<file path="src/rtl/fpu_issue_ctrl_if.sv">
// Bus bundle between the EX-stage issue path, the FPU datapath and writeback.
// The controller uses the master view; the surrounding pipeline/FPU uses slave.
interface fpu_issue_ctrl_if #(
   parameter int WIDTH = 32,
   parameter int REGW  = 5
);
   logic             flush;
   logic             issue_valid;
   logic [3:0]       issue_fpuOp;
   logic [2:0]       issue_func3;
   logic             issue_rs1_0;
   logic [WIDTH-1:0] issue_dataA;
   logic [WIDTH-1:0] issue_dataB;
   logic [REGW-1:0]  issue_rd;
   logic             issue_rd_fp;

   logic             fpu_sel;
   logic [3:0]       fpu_op;
   logic [2:0]       fpu_func3;
   logic             fpu_rs1_0;
   logic [WIDTH-1:0] fpu_dataA;
   logic [WIDTH-1:0] fpu_dataB;
   logic [WIDTH-1:0] fpu_result;

   logic             stall;
   logic             wb_valid;
   logic [WIDTH-1:0] wb_data;
   logic [REGW-1:0]  wb_rd;
   logic             wb_rd_fp;

   modport master (
      input  flush, issue_valid, issue_fpuOp, issue_func3, issue_rs1_0,
             issue_dataA, issue_dataB, issue_rd, issue_rd_fp, fpu_result,
      output fpu_sel, fpu_op, fpu_func3, fpu_rs1_0, fpu_dataA, fpu_dataB,
             stall, wb_valid, wb_data, wb_rd, wb_rd_fp
   );

   modport slave (
      output flush, issue_valid, issue_fpuOp, issue_func3, issue_rs1_0,
             issue_dataA, issue_dataB, issue_rd, issue_rd_fp, fpu_result,
      input  fpu_sel, fpu_op, fpu_func3, fpu_rs1_0, fpu_dataA, fpu_dataB,
             stall, wb_valid, wb_data, wb_rd, wb_rd_fp
   );
endinterface

</file>
<file path="src/rtl/fpu_issue_ctrl.sv">
// FPU issue sequencer: accepts one FP op, holds its operands on the FPU inputs
// for the op's fixed latency while stalling the pipeline, then hands the
// captured result to writeback as a single valid beat.
module fpu_issue_ctrl #(
   parameter int WIDTH = 32,
   parameter int REGW  = 5
) (
   input logic              clock,
   input logic              clock_reset,
   fpu_issue_ctrl_if.master bus
);

   typedef enum logic [1:0] {
      IDLE = 2'd0,
      RUN  = 2'd1,
      DONE = 2'd2
   } state_t;

   state_t           state;
   state_t           state_next;
   logic [4:0]       count;
   logic [4:0]       count_next;
   logic [4:0]       lat;
   logic             accept;
   logic             capture;

   logic [3:0]       op_r;
   logic [2:0]       func3_r;
   logic             rs1_0_r;
   logic [WIDTH-1:0] data_a_r;
   logic [WIDTH-1:0] data_b_r;
   logic [REGW-1:0]  rd_r;
   logic             rd_fp_r;
   logic [WIDTH-1:0] result_r;

   // Cycles the FPU needs beyond the first RUN cycle; count runs 0..lat, so
   // the 5-bit counter never wraps even for sqrt.
   function automatic logic [4:0] op_latency(input logic [3:0] op);
      case (op)
         4'b0000, 4'b0001: op_latency = 5'd7;
         4'b0010:          op_latency = 5'd5;
         4'b0011:          op_latency = 5'd6;
         4'b0100:          op_latency = 5'd0;
         4'b0101:          op_latency = 5'd1;
         4'b0110:          op_latency = 5'd16;
         4'b0111:          op_latency = 5'd1;
         4'b1000, 4'b1001: op_latency = 5'd6;
         default:          op_latency = 5'd0;
      endcase
   endfunction

   assign lat = op_latency(op_r);

   // State and latency counter register.
   always_ff @(posedge clock or negedge clock_reset) begin
      if (!clock_reset) begin
         state <= IDLE;
         count <= 5'd0;
      end else begin
         state <= state_next;
         count <= count_next;
      end
   end

   // Next-state logic; flush kills whatever is in flight and nothing is
   // accepted in DONE because that EX instruction is the one retiring.
   always_comb begin
      state_next = state;
      count_next = count;
      accept     = 1'b0;
      capture    = 1'b0;
      case (state)
         IDLE: begin
            if (bus.issue_valid && !bus.flush) begin
               accept     = 1'b1;
               count_next = 5'd0;
               state_next = RUN;
            end
         end
         RUN: begin
            if (bus.flush) begin
               count_next = 5'd0;
               state_next = IDLE;
            end else if (count == lat) begin
               capture    = 1'b1;
               count_next = 5'd0;
               state_next = DONE;
            end else begin
               count_next = count + 5'd1;
            end
         end
         DONE: begin
            count_next = 5'd0;
            state_next = IDLE;
         end
         default: begin
            count_next = 5'd0;
            state_next = IDLE;
         end
      endcase
   end

   // Operand/control capture at acceptance; held stable until the next accept.
   always_ff @(posedge clock or negedge clock_reset) begin
      if (!clock_reset) begin
         op_r     <= '0;
         func3_r  <= '0;
         rs1_0_r  <= 1'b0;
         data_a_r <= '0;
         data_b_r <= '0;
         rd_r     <= '0;
         rd_fp_r  <= 1'b0;
      end else if (accept) begin
         op_r     <= bus.issue_fpuOp;
         func3_r  <= bus.issue_func3;
         rs1_0_r  <= bus.issue_rs1_0;
         data_a_r <= bus.issue_dataA;
         data_b_r <= bus.issue_dataB;
         rd_r     <= bus.issue_rd;
         rd_fp_r  <= bus.issue_rd_fp;
      end
   end

   // Result capture on the last RUN cycle.
   always_ff @(posedge clock or negedge clock_reset) begin
      if (!clock_reset) begin
         result_r <= '0;
      end else if (capture) begin
         result_r <= bus.fpu_result;
      end
   end

   assign bus.fpu_sel   = (state == RUN);
   assign bus.fpu_op    = op_r;
   assign bus.fpu_func3 = func3_r;
   assign bus.fpu_rs1_0 = rs1_0_r;
   assign bus.fpu_dataA = data_a_r;
   assign bus.fpu_dataB = data_b_r;

   assign bus.stall     = (state == RUN) ||
                          ((state == IDLE) && bus.issue_valid && !bus.flush);

   // A flush landing on the DONE cycle must still suppress the beat.
   assign bus.wb_valid  = (state == DONE) && !bus.flush;
   assign bus.wb_data   = result_r;
   assign bus.wb_rd     = rd_r;
   assign bus.wb_rd_fp  = rd_fp_r;

endmodule
</file>
<file path="src/flat_wrapper.sv">
// flat-port wrapper written by rule: the top's interface ports become plain ports
module fpu_issue_ctrl_flat 
#(
   parameter int WIDTH = 32,
   parameter int REGW  = 5
)
  (clock, clock_reset, bus_flush, bus_issue_valid, bus_issue_fpuOp, bus_issue_func3, bus_issue_rs1_0, bus_issue_dataA, bus_issue_dataB, bus_issue_rd, bus_issue_rd_fp, bus_fpu_result, bus_fpu_sel, bus_fpu_op, bus_fpu_func3, bus_fpu_rs1_0, bus_fpu_dataA, bus_fpu_dataB, bus_stall, bus_wb_valid, bus_wb_data, bus_wb_rd, bus_wb_rd_fp);
  fpu_issue_ctrl_if #(.WIDTH(WIDTH), .REGW(REGW)) bus_i ();
  input logic clock;
  input logic clock_reset;
  input wire logic [$bits(bus_i.flush)-1:0] bus_flush;
  input wire logic [$bits(bus_i.issue_valid)-1:0] bus_issue_valid;
  input wire logic [$bits(bus_i.issue_fpuOp)-1:0] bus_issue_fpuOp;
  input wire logic [$bits(bus_i.issue_func3)-1:0] bus_issue_func3;
  input wire logic [$bits(bus_i.issue_rs1_0)-1:0] bus_issue_rs1_0;
  input wire logic [$bits(bus_i.issue_dataA)-1:0] bus_issue_dataA;
  input wire logic [$bits(bus_i.issue_dataB)-1:0] bus_issue_dataB;
  input wire logic [$bits(bus_i.issue_rd)-1:0] bus_issue_rd;
  input wire logic [$bits(bus_i.issue_rd_fp)-1:0] bus_issue_rd_fp;
  input wire logic [$bits(bus_i.fpu_result)-1:0] bus_fpu_result;
  output wire logic [$bits(bus_i.fpu_sel)-1:0] bus_fpu_sel;
  output wire logic [$bits(bus_i.fpu_op)-1:0] bus_fpu_op;
  output wire logic [$bits(bus_i.fpu_func3)-1:0] bus_fpu_func3;
  output wire logic [$bits(bus_i.fpu_rs1_0)-1:0] bus_fpu_rs1_0;
  output wire logic [$bits(bus_i.fpu_dataA)-1:0] bus_fpu_dataA;
  output wire logic [$bits(bus_i.fpu_dataB)-1:0] bus_fpu_dataB;
  output wire logic [$bits(bus_i.stall)-1:0] bus_stall;
  output wire logic [$bits(bus_i.wb_valid)-1:0] bus_wb_valid;
  output wire logic [$bits(bus_i.wb_data)-1:0] bus_wb_data;
  output wire logic [$bits(bus_i.wb_rd)-1:0] bus_wb_rd;
  output wire logic [$bits(bus_i.wb_rd_fp)-1:0] bus_wb_rd_fp;
  assign bus_i.flush = bus_flush;
  assign bus_i.issue_valid = bus_issue_valid;
  assign bus_i.issue_fpuOp = bus_issue_fpuOp;
  assign bus_i.issue_func3 = bus_issue_func3;
  assign bus_i.issue_rs1_0 = bus_issue_rs1_0;
  assign bus_i.issue_dataA = bus_issue_dataA;
  assign bus_i.issue_dataB = bus_issue_dataB;
  assign bus_i.issue_rd = bus_issue_rd;
  assign bus_i.issue_rd_fp = bus_issue_rd_fp;
  assign bus_i.fpu_result = bus_fpu_result;
  assign bus_fpu_sel = bus_i.fpu_sel;
  assign bus_fpu_op = bus_i.fpu_op;
  assign bus_fpu_func3 = bus_i.fpu_func3;
  assign bus_fpu_rs1_0 = bus_i.fpu_rs1_0;
  assign bus_fpu_dataA = bus_i.fpu_dataA;
  assign bus_fpu_dataB = bus_i.fpu_dataB;
  assign bus_stall = bus_i.stall;
  assign bus_wb_valid = bus_i.wb_valid;
  assign bus_wb_data = bus_i.wb_data;
  assign bus_wb_rd = bus_i.wb_rd;
  assign bus_wb_rd_fp = bus_i.wb_rd_fp;
  fpu_issue_ctrl #(.WIDTH(WIDTH), .REGW(REGW)) u_core (.clock(clock), .clock_reset(clock_reset), .bus(bus_i));
endmodule
</file>
<file path="config.mk">
export PLATFORM = sky130hd
export DESIGN_NAME = fpu_issue_ctrl_flat
export DESIGN_NICKNAME = d
export VERILOG_FILES = /design/src/rtl/fpu_issue_ctrl_if.sv /design/src/rtl/fpu_issue_ctrl.sv /design/src/flat_wrapper.sv
export SDC_FILE = /design/constraint.sdc
export NUM_CORES = 1
export LEC_CHECK = 0
export CORE_MARGIN = 2
export CORE_UTILIZATION = 41
export CTS_CLUSTER_SIZE = 25
export DETAILED_ROUTE_END_ITERATION = 10
export GPL_TIMING_DRIVEN = 0
export PLACE_DENSITY = 0.81
export SLEW_MARGIN = 5
export SYNTH_ARGS = -nofsm -noshare
export SYNTH_HDL_FRONTEND = slang
export SYNTH_SLANG_ARGS = --single-unit
export TNS_END_PERCENT = 30
</file>
<file path="constraint.sdc">
create_clock -name clock -period 2.4 [get_ports clock]
set_clock_uncertainty 0.05 [all_clocks]
set_input_delay 0.36 -clock clock [delete_from_list [all_inputs] [get_ports clock]]
set_output_delay 0.36 -clock clock [all_outputs]
set_load 0.02 [all_outputs]
</file>
==> results.yml <==
run_status:
  status: "finished, final reports clean"
synth:
  syn_inst: 300
  ys_ff_latch: 117
  synth_top_cells_by_area: "dfrtp_1 62%, mux2_2 19%, mux2_4 9.2%"
  synth.most_common_cell: "dfrtp_1"
  syn_area_per_cell_um2: 15.8
  ys_types: 33
  synth_commonest_cells: "117 x dfrtp_1, 80 x mux2_2, 29 x mux2_4"
  ys_seq_area_frac: 0.617
  syn-num-nets: 415
  synth_area_um2: 4740
  ys.flop_type: "dfrtp_1"
  synth_edf_count: 0
  ys.warnings.count: 0
  synth_top_cell_by_area: "dfrtp_1"
  async_flop_share: 1.00
  synth_top_area_frac: 0.617
worst_setup_path:
  rr_worst_depth: 7
  rr_endpoint: "u_core.bus.wb_data[18]$_DFFE_PN0P_"
  crit_required_ns: 2.63
  path_class: "flip-flop to flip-flop"
  worstPathArrival_ns: 2.54
  r2r_slack_ns: 0.09
  reg2reg_from: "u_core.bus.fpu_op[3]$_DFFE_PN0P_"
  crit_start: "u_core.bus.fpu_op[3]$_DFFE_PN0P_"
  endpoint_kind: "flip-flop"
  critPathLaunchType: "flip-flop"
  endpoint: "u_core.bus.wb_data[18]$_DFFE_PN0P_"
  crit_path_max_fanout: 10
routing:
  ant_nets: 0
  vias: 3395
  wl_um: 11900
  drtIter0Drc: 151
  viasPerCell: 4.83
  drtPass1Iterations: 4
  drc_errors: 0
  routedWlPerCell_um: 16.9
sta:
  max_slew_margin: 0.576
  setup_viol: 0
  timing.fmax_mhz: 433
  hold_viol_final: 0
  worst_pin_slew_ns: 0.633
  setup_ws_ns: 0.0930
  min_period_over_period: 0.961
  rsz0062_at_grt: "no"
  slew_viol_final: 0
  finalCriticalPeriod_ns: 2.31
global_routing:
  grt_use_met1: 0.216
  overflow: 0
  grt-busiest-layer: "met2"
  grt_max_degree: 61
  first_global_vias: 3820
  antenna_found_initial: 0
  grt_pass1_wl_um: 19300
  met3_usage: 0.0811
  grt_usage: 0.198
  global_route.usage.met2: 0.337
floorplanning:
  start_util: 0.417
  dieArea_um2: 12400
  die_h_um: 112
  pin_count: 227
  rows: 39
  coreArea_um2: 11400
  die_x_um: 112
clock_network:
  clk_pin_slew_worst_paths_ns: 0.05
  cts_tree: "yes"
  cts_made_buffers: 17
  clkLatencyLatePin_ns: 0.40
  ctsHtreeMaxLevel: 4
  clock_path_buffers: 2
  cts-root-buf: "clkbuf_16"
  cts_sinks: 117
cells_and_area:
  final_cells: 703
  finalInstanceArea_um2: 7840
  diodes: 0
  layout-drive-gt1-share: 0.268
  fin_nets: 663
  post-route-util: 0.689
  syn2layout_area_growth_pct: 65.2
hold_path:
  hp-class: "primary input to async pin"
run:
  cap_viol_max_count: 0
placed_design:
  dp.cells: 670
  dp_hpwl_um: 8600
  dp_slack_ns: -0.858
  place_congestion: 0.812
  port_buffers: 226
  placed_area_um2: 7210
power:
  p_leak_nw: 3.38
  vdd.ir_drop.worst_mv: 0.971
  p_per_area_nw_per_um2: 1430
[report_power, final]
group	switching (mW)	internal (mW)
combinational	2.26	2.83
clock	0.847	1.74
sequential	0.603	2.94
total	3.71	7.52
[cells in the final DEF, fill, tap and decap left out, types with 2 or more instances in the layout]
cell	synthesis	routed
clkdlybuf4s50_1	0	224
dfrtp_1	117	117
buf_12	3	3
nand2_1	11	11
and2b_1	2	2
bufinv_16	0	4
mux2_2	80	80
clkbuf_16	0	17
a211oi_1	2	2
nor3b_1	2	2
nand3_1	2	2
o211ai_1	2	2
clkinv_2	0	6
a32oi_1	2	2
clkbuf_1	9	9
clkbuf_4	0	2
nand2b_1	3	3
a21oi_1	3	3
buf_6	1	2
nor2b_1	5	5
a21boi_0	2	2
inv_1	4	4
nor3_1	2	2
o21ai_0	6	6
mux2_4	29	29
[area by class of cell]
class / count / area (um2)
multi-input cells: 166 / 1700
flip-flops and latches: 117 / 2930
repair buffers: 229 / 2300
inverters: 4 / 15.0
clock buffers: 20 / 447
clock inverters: 11 / 158
plain buffers: 13 / 113
well taps: 143 / 179
fillers: 807 / 3530
[how the worst min path moves through the flow]
| stage | cells past startpoint | slack [ns] | end | start |
|---|---|---|---|---|
| 6_report | 2 | 0.44 | u_core.bus.fpu_dataB[12]$_DFFE_PN0P_ | clock_reset |
| 5_1_grt | 1 | 0.47 | u_core.bus.fpu_dataB[2]$_DFFE_PN0P_ | u_core.bus.fpu_dataB[2]$_DFFE_PN0P_ |
| 4_1_cts | 2 | 0.45 | u_core.bus.fpu_func3[2]$_DFFE_PN0P_ | clock_reset |
| 3_5_place_dp | 1 | 0.31 | u_core.bus.fpu_func3[2]$_DFFE_PN0P_ | clock_reset |
| 3_3_place_gp | 1 | 0.44 | u_core.bus.fpu_dataA[18]$_DFFE_PN0P_ | u_core.bus.fpu_dataA[18]$_DFFE_PN0P_ |
| 2_1_floorplan | 0 | 0.01 | u_core.bus.fpu_dataA[0]$_DFFE_PN0P_ | clock_reset |
[stage by stage]
stage                     total power, mW  TNS (ns)  hold slack [ns]
final                                11.2         0            0.444
after CTS                            11.3         0            0.450
after detailed placement             8.67    -21.28            0.312
after global routing                 11.8         0            0.466
after global placement               8.52   -422.32            0.439
after floorplan                      6.13         0           0.0144
[kinds of logic after synthesis]
kind of cell	synth area share
AO/OA/AOI/OAI	0.0298
buffers and inverters	0.0253
adder cells (fa/ha/maj)	0.00264
flip-flops	0.617
AND/OR/NAND/NOR	0.0412
multiplexers	0.284
[sequential cells by signal, summed over array words and instances (netlist names)]
signal                count
u_core.bus.fpu_func3      3
u_core.state              2
u_core.bus.fpu_rs1_0      1
u_core.bus.wb_rd_fp       1
u_core.bus.wb_rd          5
u_core.count              5
u_core.bus.wb_data       32
u_core.bus.fpu_dataA     32
u_core.bus.fpu_dataB     32
u_core.bus.fpu_op         4
[metal layers]
metal | up-vias | wire length (um)
li1 | 1561 | -
met1 | 1665 | 4520
met2 | 143 | 6130
met3 | 26 | 926
met4 | 0 | 312
met5 | - | 0
[timing repair]
action	4_1_cts	5_1_grt
setup endpoints to repair	1	1
hold endpoints to repair	57	0
pin swaps	0	0
buffers inserted	1	0
hold buffers	1	0
resized for setup	5	2
[worst max-delay path: stages (launching register included)]
cell,delay (ns)
dfrtp_1,0.45
and4bb_1,0.35
mux2i_1,0.10
or3_1,0.36
a211o_1,0.26
buf_6,0.15
buf_12,0.15
mux2_4,0.30
No activity file was read; power rests on OpenSTA's default activity.
